$ cat src/rtl/mem_ctrl_pkg.sv
// Shared op encodings, controller states and byte/half lane helpers for the
// data-memory access controller and its load extender.
package mem_ctrl_pkg;

  typedef enum logic [2:0] {
    OP_LW  = 3'd0,
    OP_LH  = 3'd1,
    OP_LHU = 3'd2,
    OP_LB  = 3'd3,
    OP_LBU = 3'd4,
    OP_SW  = 3'd5,
    OP_SH  = 3'd6,
    OP_SB  = 3'd7
  } mem_op_e;

  typedef enum logic [2:0] {
    ST_IDLE = 3'd0,
    ST_RD   = 3'd1,
    ST_WR   = 3'd2,
    ST_DONE = 3'd3,
    ST_ERR  = 3'd4
  } mem_state_e;

  function automatic logic is_load(input mem_op_e op);
    return (op == OP_LW) || (op == OP_LH) || (op == OP_LHU) ||
           (op == OP_LB) || (op == OP_LBU);
  endfunction

  function automatic logic [7:0] byte_sel(input logic [31:0] w, input logic [1:0] lane);
    case (lane)
      2'd0:    return w[7:0];
      2'd1:    return w[15:8];
      2'd2:    return w[23:16];
      default: return w[31:24];
    endcase
  endfunction

  function automatic logic [15:0] half_sel(input logic [31:0] w, input logic hi);
    return hi ? w[31:16] : w[15:0];
  endfunction

  // Read-modify-write merge: only the addressed lane of the read word changes.
  function automatic logic [31:0] rmw_merge(input logic [31:0] w, input logic [31:0] d,
                                            input logic [1:0] lane, input mem_op_e op);
    logic [31:0] r;
    r = w;
    if (op == OP_SB) begin
      case (lane)
        2'd0:    r[7:0]   = d[7:0];
        2'd1:    r[15:8]  = d[7:0];
        2'd2:    r[23:16] = d[7:0];
        default: r[31:24] = d[7:0];
      endcase
    end else if (op == OP_SH) begin
      if (lane[1]) r[31:16] = d[15:0];
      else         r[15:0]  = d[15:0];
    end else begin
      r = d;
    end
    return r;
  endfunction

  function automatic logic misaligned(input mem_op_e op, input logic [1:0] lo);
    case (op)
      OP_LW, OP_SW:         return lo != 2'b00;
      OP_LH, OP_LHU, OP_SH: return lo[0];
      default:              return 1'b0;
    endcase
  endfunction

endpackage

$ cat src/rtl/mem_load_ext.sv
// Combinational load lane select with sign/zero extension of the read word.
// Zero latency; no flow control.
module mem_load_ext
  import mem_ctrl_pkg::*;
(
  input  logic [31:0] word_i,
  input  logic [1:0]  addr_lo_i,
  input  mem_op_e     op_i,
  output logic [31:0] result_o
);

  logic [7:0]  byte_w;
  logic [15:0] half_w;

  assign byte_w = byte_sel(word_i, addr_lo_i);
  assign half_w = half_sel(word_i, addr_lo_i[1]);

  always_comb begin
    result_o = word_i;
    case (op_i)
      OP_LH:   result_o = {{16{half_w[15]}}, half_w};
      OP_LHU:  result_o = {16'h0000, half_w};
      OP_LB:   result_o = {{24{byte_w[7]}}, byte_w};
      OP_LBU:  result_o = {24'h000000, byte_w};
      default: result_o = word_i;
    endcase
  end

endmodule

$ cat src/rtl/mem_access_ctrl.sv
// CPU load/store to word-wide memory controller (RMW for SH/SB, timeout abort); done 2 (SH/SB 3)
// cycles after accept plus one per mem_ready-low cycle. MEM_MISALIGN_TRAP_EN enables alignment traps.
module mem_access_ctrl
  import mem_ctrl_pkg::*;
#(
  parameter int TIMEOUT_CYCLES = 255
) (
  input  logic        clk,
  input  logic        rst,
  input  logic        req,
  input  logic [2:0]  op,
  input  logic [31:0] addr,
  input  logic [31:0] wdata,
  output logic        busy,
  output logic        done,
  output logic [31:0] rdata,
  output logic        exc_align,
  output logic        exc_timeout,
  output logic        mem_req,
  output logic        mem_we,
  output logic [31:0] mem_addr,
  output logic [31:0] mem_wdata,
  input  logic [31:0] mem_rdata,
  input  logic        mem_ready
);

  localparam int CW = (TIMEOUT_CYCLES > 1) ? $clog2(TIMEOUT_CYCLES) : 1;
  localparam logic [CW-1:0] TMO_LAST = CW'(TIMEOUT_CYCLES - 1);

  mem_state_e  state_q, state_d;
  mem_op_e     op_q, op_d;
  logic [31:0] addr_q, addr_d;
  logic [31:0] wdat_q, wdat_d;
  logic [31:0] rdata_q, rdata_d;
  logic [CW-1:0] cnt_q, cnt_d;
  logic        tmo_q, tmo_d;

  mem_op_e     op_in;
  logic        align_err;
  logic        tmo_hit;
  logic [31:0] ext_word;

  assign op_in   = mem_op_e'(op);
  assign tmo_hit = !mem_ready && (cnt_q == TMO_LAST);

`ifdef MEM_MISALIGN_TRAP_EN
  assign align_err = misaligned(op_in, addr[1:0]);
`else
  assign align_err = 1'b0;
`endif

  mem_load_ext u_load_ext (
    .word_i    (mem_rdata),
    .addr_lo_i (addr_q[1:0]),
    .op_i      (op_q),
    .result_o  (ext_word)
  );

  always_ff @(posedge clk or posedge rst) begin
    if (rst) begin
      state_q <= ST_IDLE;
      op_q    <= OP_LW;
      addr_q  <= '0;
      wdat_q  <= '0;
      rdata_q <= '0;
      cnt_q   <= '0;
      tmo_q   <= 1'b0;
    end else begin
      state_q <= state_d;
      op_q    <= op_d;
      addr_q  <= addr_d;
      wdat_q  <= wdat_d;
      rdata_q <= rdata_d;
      cnt_q   <= cnt_d;
      tmo_q   <= tmo_d;
    end
  end

  always_comb begin
    state_d = state_q;
    case (state_q)
      ST_IDLE: begin
        if (req) begin
          if (align_err)           state_d = ST_ERR;
          else if (op_in == OP_SW) state_d = ST_WR;
          else                     state_d = ST_RD;
        end
      end
      ST_RD: begin
        if (mem_ready)    state_d = is_load(op_q) ? ST_DONE : ST_WR;
        else if (tmo_hit) state_d = ST_DONE;
      end
      ST_WR: begin
        if (mem_ready || tmo_hit) state_d = ST_DONE;
      end
      default: state_d = ST_IDLE;
    endcase
  end

  // Counter is cleared on accept and on the RD->WR hop so each phase gets a full budget.
  always_comb begin
    op_d    = op_q;
    addr_d  = addr_q;
    wdat_d  = wdat_q;
    rdata_d = rdata_q;
    cnt_d   = cnt_q;
    tmo_d   = tmo_q;
    case (state_q)
      ST_IDLE: begin
        tmo_d = 1'b0;
        if (req) begin
          op_d   = op_in;
          addr_d = addr;
          wdat_d = wdata;
          cnt_d  = '0;
        end
      end
      ST_RD: begin
        if (mem_ready) begin
          cnt_d = '0;
          if (is_load(op_q)) rdata_d = ext_word;
          else               wdat_d  = rmw_merge(mem_rdata, wdat_q, addr_q[1:0], op_q);
        end else if (tmo_hit) begin
          tmo_d = 1'b1;
        end else begin
          cnt_d = cnt_q + CW'(1);
        end
      end
      ST_WR: begin
        if (!mem_ready) begin
          if (tmo_hit) tmo_d = 1'b1;
          else         cnt_d = cnt_q + CW'(1);
        end
      end
      default: ;
    endcase
  end

  always_comb begin
    busy        = (state_q != ST_IDLE);
    done        = (state_q == ST_DONE) || (state_q == ST_ERR);
    exc_timeout = (state_q == ST_DONE) && tmo_q;
`ifdef MEM_MISALIGN_TRAP_EN
    exc_align   = (state_q == ST_ERR);
`else
    exc_align   = 1'b0;
`endif
    mem_req     = (state_q == ST_RD) || (state_q == ST_WR);
    mem_we      = (state_q == ST_WR);
  end

  assign mem_addr  = {addr_q[31:2], 2'b00};
  assign mem_wdata = wdat_q;
  assign rdata     = rdata_q;

endmodule

$ cat config.mk
export PLATFORM = sky130hd
export DESIGN_NAME = mem_access_ctrl
export DESIGN_NICKNAME = d
export VERILOG_FILES = /design/src/rtl/mem_ctrl_pkg.sv /design/src/rtl/mem_load_ext.sv /design/src/rtl/mem_access_ctrl.sv
export SDC_FILE = /design/constraint.sdc
export NUM_CORES = 1
export LEC_CHECK = 0
export ABC_AREA = 1
export ABC_CLOCK_PERIOD_IN_PS = 4640
export BUFFER_PORTS_ARGS = -buffer_cell sky130_fd_sc_hd__buf_4
export CAP_MARGIN = 10
export CORE_AREA = 2 2 93 163
export CTS_BUF_LIST = sky130_fd_sc_hd__clkbuf_2 sky130_fd_sc_hd__clkbuf_4 sky130_fd_sc_hd__clkbuf_8
export DETAILED_ROUTE_END_ITERATION = 10
export DIE_AREA = 0 0 95 165
export HOLD_SLACK_MARGIN = 0.15
export PLACE_DENSITY = 0.76
export SETUP_SLACK_MARGIN = 0.1
export SLEW_MARGIN = 20
export SYNTH_ARGS = -nofsm -noshare
export SYNTH_HDL_FRONTEND = slang
export SYNTH_HIERARCHICAL = 1
export SYNTH_SLANG_ARGS = --single-unit
$ cat constraint.sdc
create_clock -name clk -period 4.64 [get_ports clk]
set_input_delay 1.392 -clock clk [delete_from_list [all_inputs] [get_ports clk]]
set_output_delay 1.392 -clock clk [all_outputs]
set_load 0.05 [all_outputs]
==> out/metrics.cfg, run 1 <==
[outcome]
status=finished clean

[setup_path]
path_cells=inv_1, ha_1, inv_1, buf_4
worstPathMaxFanout=4
critPathBufInv=3
critPathKind=register to primary output
cp_top_family=flip-flops
worstPathRequired_ns=3.25
slowest_delay_ns=0.41
endpoint_kind=primary output
slowest_stage=dfrtp_1
path_common_cell=inv_1
startpoint_type=register
arrival_ns=1.44
regToRegSetupSlack_ns=2.05

[grt]
met2_usage=0.477
grt_pass1_wl_mm=32.3
grt_max_degree=65
grt_usage=0.270
met1_usage=0.302
top_usage_layer=met2
use_met3=0.0342
grt_antenna_before_repair=0
grt_overflow=0
grt_pass1_vias=6425

[routing]
drt_iter0_drc=534
first_pass_iters=6
drt-total-wl_mm=21.0
routed_via_density=5.24
post_drt_wl_per_cell_um=15.9
drc=0
vias=6903
antenna_left=0

[timing]
clock.fmax_ghz=0.353
fin_crit_ns=2.83
relSlewSlack=0.461
finalSetupViolations=0
slew_violations=0
clock_skew_ns=0.0149
layout_setup_ws_ns=1.81
finalCritPeriodShare=0.610
finalHoldViolations=0
worst-slew-pin-transition_ns=0.808
rsz0062_at_grt=false
setup_tns_ns=0

[clocking]
post_cts_resized=0
cts_hold_buf=0
cts_setup_buffers=0
cts_root_buffer=clkbuf_8
cts_tree=yes
clkLatencyLatePin_ns=0.39
clock_sinks=110
clk_path_buf_depth=2
cts_max_level=3
cts-buffers-inserted=9
clkTransAtPathRegs_ns=0.11

[floorplan]
start_util=0.495
chipHeight_um=165
dieArea_um2=15700
ioPinCount=205
die_width_um=95
rows=58
core-area_um2=14300

[finish]
fin_nets=1241
diodes=0
drive_above_1_share=0.265
area_delta_synth_final_pct=21.0
final_common_cell=nand2_1
layout_common_cells=291 x nand2_1, 209 x buf_4, 118 x nor2_1

[yosys]
mappedNetlistArea_um2=7080
synth-seq-cells=110
synth.area.top_cells=dfrtp_1 39%, nand2_1 15%, nand3_1 8.0%
yosysSeqAreaShare=0.389
syn_inst=989
synth_largest_area_cell=dfrtp_1
yosys.area.top_type_share=0.389
yosys_warnings=6
netlist-cell-type-count=33
synth_area_per_cell_um2=7.16

[place]
pre_cts_ws_ns=1.57
portBuffers=201
dp_hpwl_mm=15.8
routabilityCongestion=0.991

[min_path]
hold_class=register to register

[pwr]
p_leak_nw=4.73
ir_drop_uv=798
p_per_area_nw_per_um2=819

[flow_run]
cap_violations=0

## final cells by class
| cell class | count | area [um2] |
|---|---|---|
| Clock buffer | 9 | 124 |
| Inverter | 113 | 427 |
| Tap cell | 180 | 225 |
| Timing Repair Buffer | 209 | 1570 |
| Multi-Input combinational cell | 689 | 3410 |
| Clock inverter | 7 | 67.6 |
| Fill cell | 1388 | 5730 |
| Sequential cell | 110 | 2750 |
## worst min-delay path: stages (launching register included)
cell,delay (ns)
dfrtp_1,0.36
nand2_1,0.05
o21ai_0,0.06
## synthesized netlist by cell type
library cell,n
a21boi_1,13
a21oi_1,6
a21oi_2,1
buf_12,2
buf_2,25
buf_4,36
buf_6,2
clkbuf_1,14
conb_1,1
dfrtp_1,110
ha_1,6
inv_1,108
inv_2,5
mux2_2,32
nand2_1,292
nand2_2,5
nand2_4,1
nand3_1,113
nand3_2,21
nand3_4,1
nand3b_2,1
nand4_1,4
nor2_1,118
nor2_2,3
nor3_1,2
o211ai_1,8
o21a_1,1
o21a_2,1
o21ai_0,53
o21ai_1,1
o21ai_2,1
o21ai_4,1
or2_4,1
## power breakdown
group | switching, mW | internal [mW]
combinational | 3.24 | 1.45
sequential | 0.369 | 1.38
clock | 0.368 | 0.209
## path summary, 6_finish.rpt
kind | startpoint | endpoint | cells after the start
max in group asynchronous | rst | addr_q[24]$_DFFE_PP0P_ | 3
max reg2reg | state_q[1]$_DFFE_PP0P_ | mem_wdata[12]$_DFFE_PP0P_ | 9
max | state_q[0]$_DFFE_PP0P_ | busy | 4
min | rdata[16]$_DFFE_PP0P_ | rdata[16]$_DFFE_PP0P_ | 2
min reg2reg | rdata[16]$_DFFE_PP0P_ | rdata[16]$_DFFE_PP0P_ | 2
min in group asynchronous | rst | rdata[28]$_DFFE_PP0P_ | 2
## layer usage
layer / up-vias / wire length, um
met2: 280 / 10800
met1: 3187 / 7670
li1: 3366 / -
met5: - / 0
met3: 70 / 1160
met4: 0 / 1310
## registers in the layout (all words and copies together) (netlist names)
| name | flops |
|---|---|
| addr_q | 32 |
| state_q | 2 |
| mem_wdata | 32 |
| tmo_q | 1 |
| cnt_q | 8 |
| rdata | 32 |
| op_q | 3 |
## cells by family after synthesis
kind of cell	share of synthesized area
AND/OR/NAND/NOR	0.346
buffers and inverters	0.132
flip-flops	0.389
AO/OA/AOI/OAI	0.0717
multiplexers	0.0509
adder cells (fa/ha/maj)	0.0106
other	0.000529
## through the flow
| step | utilization | hold WS, ns | cells | cell area, um2 | power [mW] |
|---|---|---|---|---|---|
| after floorplan | - | 0.481 | 991 | 7090 | 5.42 |
| after global placement | 0.586 | 0.467 | 1301 | 8380 | 6.39 |
| after detailed placement | 0.586 | 0.474 | 1301 | 8380 | 6.46 |
| after CTS | 0.600 | 0.500 | 1317 | 8570 | 7.05 |
| after global routing | 0.600 | 0.528 | 1317 | 8570 | 7.53 |
| final | 0.600 | 0.494 | 1317 | 8570 | 7.02 |
Power figures use the tool's default switching activity.
==> inputs of run 2 (changes only) <==
Settings changed: ABC_AREA 1 to 0, ABC_CLOCK_PERIOD_IN_PS 4640 to 2390, CORE_AREA 2 2 93 163 to 2 2 93 162, DIE_AREA 0 0 95 165 to 0 0 95 164, PLACE_DENSITY 0.76 to 0.77.
Clock period 4.64 ns to 2.39 ns, I/O delays scaled along.
==> out/metrics.cfg, run 2 <==
[outcome]
status=finished clean

[routing]
drt_iter0_drc=453
top_layer=met4
wl_met1_mm=6.77
wl_met3_mm=1.31
vias=5708
first_pass_iters=5
routed_via_density=5.75
drt-total-wl_mm=19.4
post_drt_wl_per_cell_um=19.5
routed-wl-met2_mm=10.1
drc=0
antenna_left=0

[setup_path]
critPathKind=register to primary output
startpoint_type=register
arrival_ns=1.44
path_cells=inv_1, ha_1, inv_1, buf_4
worstPathRequired_ns=1.67
path_common_cell=inv_1
slowest_delay_ns=0.41
endpoint_kind=primary output
worstPathMaxFanout=5
slowest_stage=dfrtp_1

[yosys]
yosys.area.top_type_share=0.412
synth_area_per_cell_um2=10.3
synth-seq-cells=110
yosys_warnings=6
syn_inst=649
synth_most_common_cell=dfrtp_1
synthArstFlopShare=1.00
netlist-cell-type-count=61
yosysSeqAreaShare=0.412
mappedNetlistArea_um2=6680
synth_largest_area_cell=dfrtp_1
synth_commonest_cells=110 x dfrtp_1, 56 x mux2_2, 52 x nand2_1, 43 x a21oi_1, 37 x o21ai_0
synth_edf_count=0
synth_ff_type=dfrtp_1
synth.area.top_cells=dfrtp_1 41%, mux2_2 9.4%, buf_4 4.0%

[grt]
grt_pass1_wl_mm=30.0
grt_antenna_before_repair=0
grt_max_degree=83
grt_overflow=0
grt_usage=0.250
grt_pass1_vias=5715

[finish]
area_delta_synth_final_pct=24.6
fin_cells=993
final_common_cell=buf_4
fin_nets=917
layout_common_cells=219 x buf_4, 110 x dfrtp_1, 56 x mux2_2
diodes=0
n_fill_cell=1260
drive_above_1_share=0.392
fin_area_um2=8320

[timing]
relSlewSlack=0.476
finalHoldViolations=0
slew_violations=0
fin_crit_ns=2.15
worst-slew-pin-transition_ns=0.787
holdWs_ns=0.439
clock.fmax_ghz=0.464
rsz0062_at_grt=false
finalSetupViolations=0
setup_tns_ns=0
finalCritPeriodShare=0.901
clock_skew_ns=0.0212

[min_path]
hold_class=input port to asynchronous set/reset pin

[place]
placed_area_um2=8110
routabilityCongestion=0.875
portBuffers=201
dp_hpwl_mm=14.7
placed_cells=977

[flow_run]
cap_violations=0

[clocking]
clkTransAtPathRegs_ns=0.11
cts_max_level=3
cts_root_buffer=clkbuf_8
clock_sinks=110
cts_hold_buf=0
clkLatencyLatePin_ns=0.39
clk_path_buf_depth=2
cts_tree=yes
cts-buffers-inserted=9

[pwr]
power.share.sequential=0.248
p_total_mw=13.9
power_frac_comb=0.665
ir_drop_uv=803
p_leak_nw=3.92
p_per_area_nw_per_um2=1670
switching_share=0.523
p_int_mw=6.64
p_clk_frac=0.087
p_switching_mw=7.28

[floorplan]
start_util=0.467
core-area_um2=14300
rows=58
dieArea_um2=15600
chipHeight_um=164
ioPinCount=205
die_width_um=95

[run 2: changes by cell type after synthesis, sizes merged, moves of 44 or more]
cell,change
inv,-104
mux2,+44
nor2,-87
nand2,-245
a21oi,+44
nand3,-130
[run 2: per-layer routing]
layer | vias up | track usage
met1 | 2754 | 0.275
met2 | 269 | 0.436
li1 | 2629 | -
met5 | - | 0
met3 | 56 | 0.0468
met4 | 0 | 0.155
[run 2: critical path, delay by kind of cell, from the launching register on]
kind                     cells  cell delay, ns
adder cells (fa/ha/maj)      1            0.24
buffers and inverters        3            0.41
flip-flops                   1            0.41
[run 2: repair_timing]
| item | in CTS | in global routing |
|---|---|---|
| hold endpoints to repair | 0 | 0 |
| buffers inserted | 0 | 0 |
| gates resized for setup | 0 | 1 |
| setup endpoints to repair | 0 | 1 |
[run 2: path summary, 6_finish.rpt]
check	startpoint	to	slack (ns)	depth (start not counted)
max	state_q[0]$_DFFE_PP0P_	busy	0.24	4
min reg2reg	mem_wdata[22]$_DFFE_PP0P_	mem_wdata[22]$_DFFE_PP0P_	0.49	2
max reg2reg	addr_q[1]$_DFFE_PP0P_	mem_wdata[31]$_DFFE_PP0P_	0.31	5
max in group asynchronous	rst	cnt_q[0]$_DFFE_PP0P_	1.57	3
min	rst	addr_q[11]$_DFFE_PP0P_	0.44	3
min in group clk	mem_wdata[22]$_DFFE_PP0P_	mem_wdata[22]$_DFFE_PP0P_	0.49	2
[run 2: kinds of logic after synthesis]
family                   count (synthesis)  synth area share
adder cells (fa/ha/maj)                  7            0.0127
buffers and inverters                   85            0.0813
AND/OR/NAND/NOR                        153             0.117
flip-flops                             110             0.412
multiplexers                           102             0.186
other                                    1          0.000561
XOR/XNOR                                 4           0.00525
AO/OA/AOI/OAI                          187             0.185
[run 2: cell type report]
cell class,count,area (um2),share of cell area
sequential,110,2750,0.331
multi-input combinational,456,3400,0.408
inverter,9,37.5,0.00451
clock inverter,5,58.8,0.00707
clock buffer,11,145,0.0174
tap,180,225,0.0271
timing repair buffer,222,1700,0.205
[run 2: per-stage QoR]
stage | worst slack (ns) | util
6_report | 0.236 | 0.582
5_1_grt | 0.152 | 0.582
4_1_cts | 0.153 | 0.582
3_5_place_dp | 0.0225 | 0.567
3_3_place_gp | 0.0600 | 0.567
2_1_floorplan | 0.203 | -
[run 2: power by group through the flow]
| stage | combinational [mW] | sequential [mW] | clock [mW] |
|---|---|---|---|
| after floorplan | 5.55 | 5.05 | 0 |
| after global placement | 9.13 | 3.47 | 0 |
| after detailed placement | 9.25 | 3.49 | 0 |
| after CTS | 9.27 | 3.46 | 1.23 |
| after global routing | 9.87 | 3.57 | 1.29 |
| final | 9.26 | 3.45 | 1.20 |
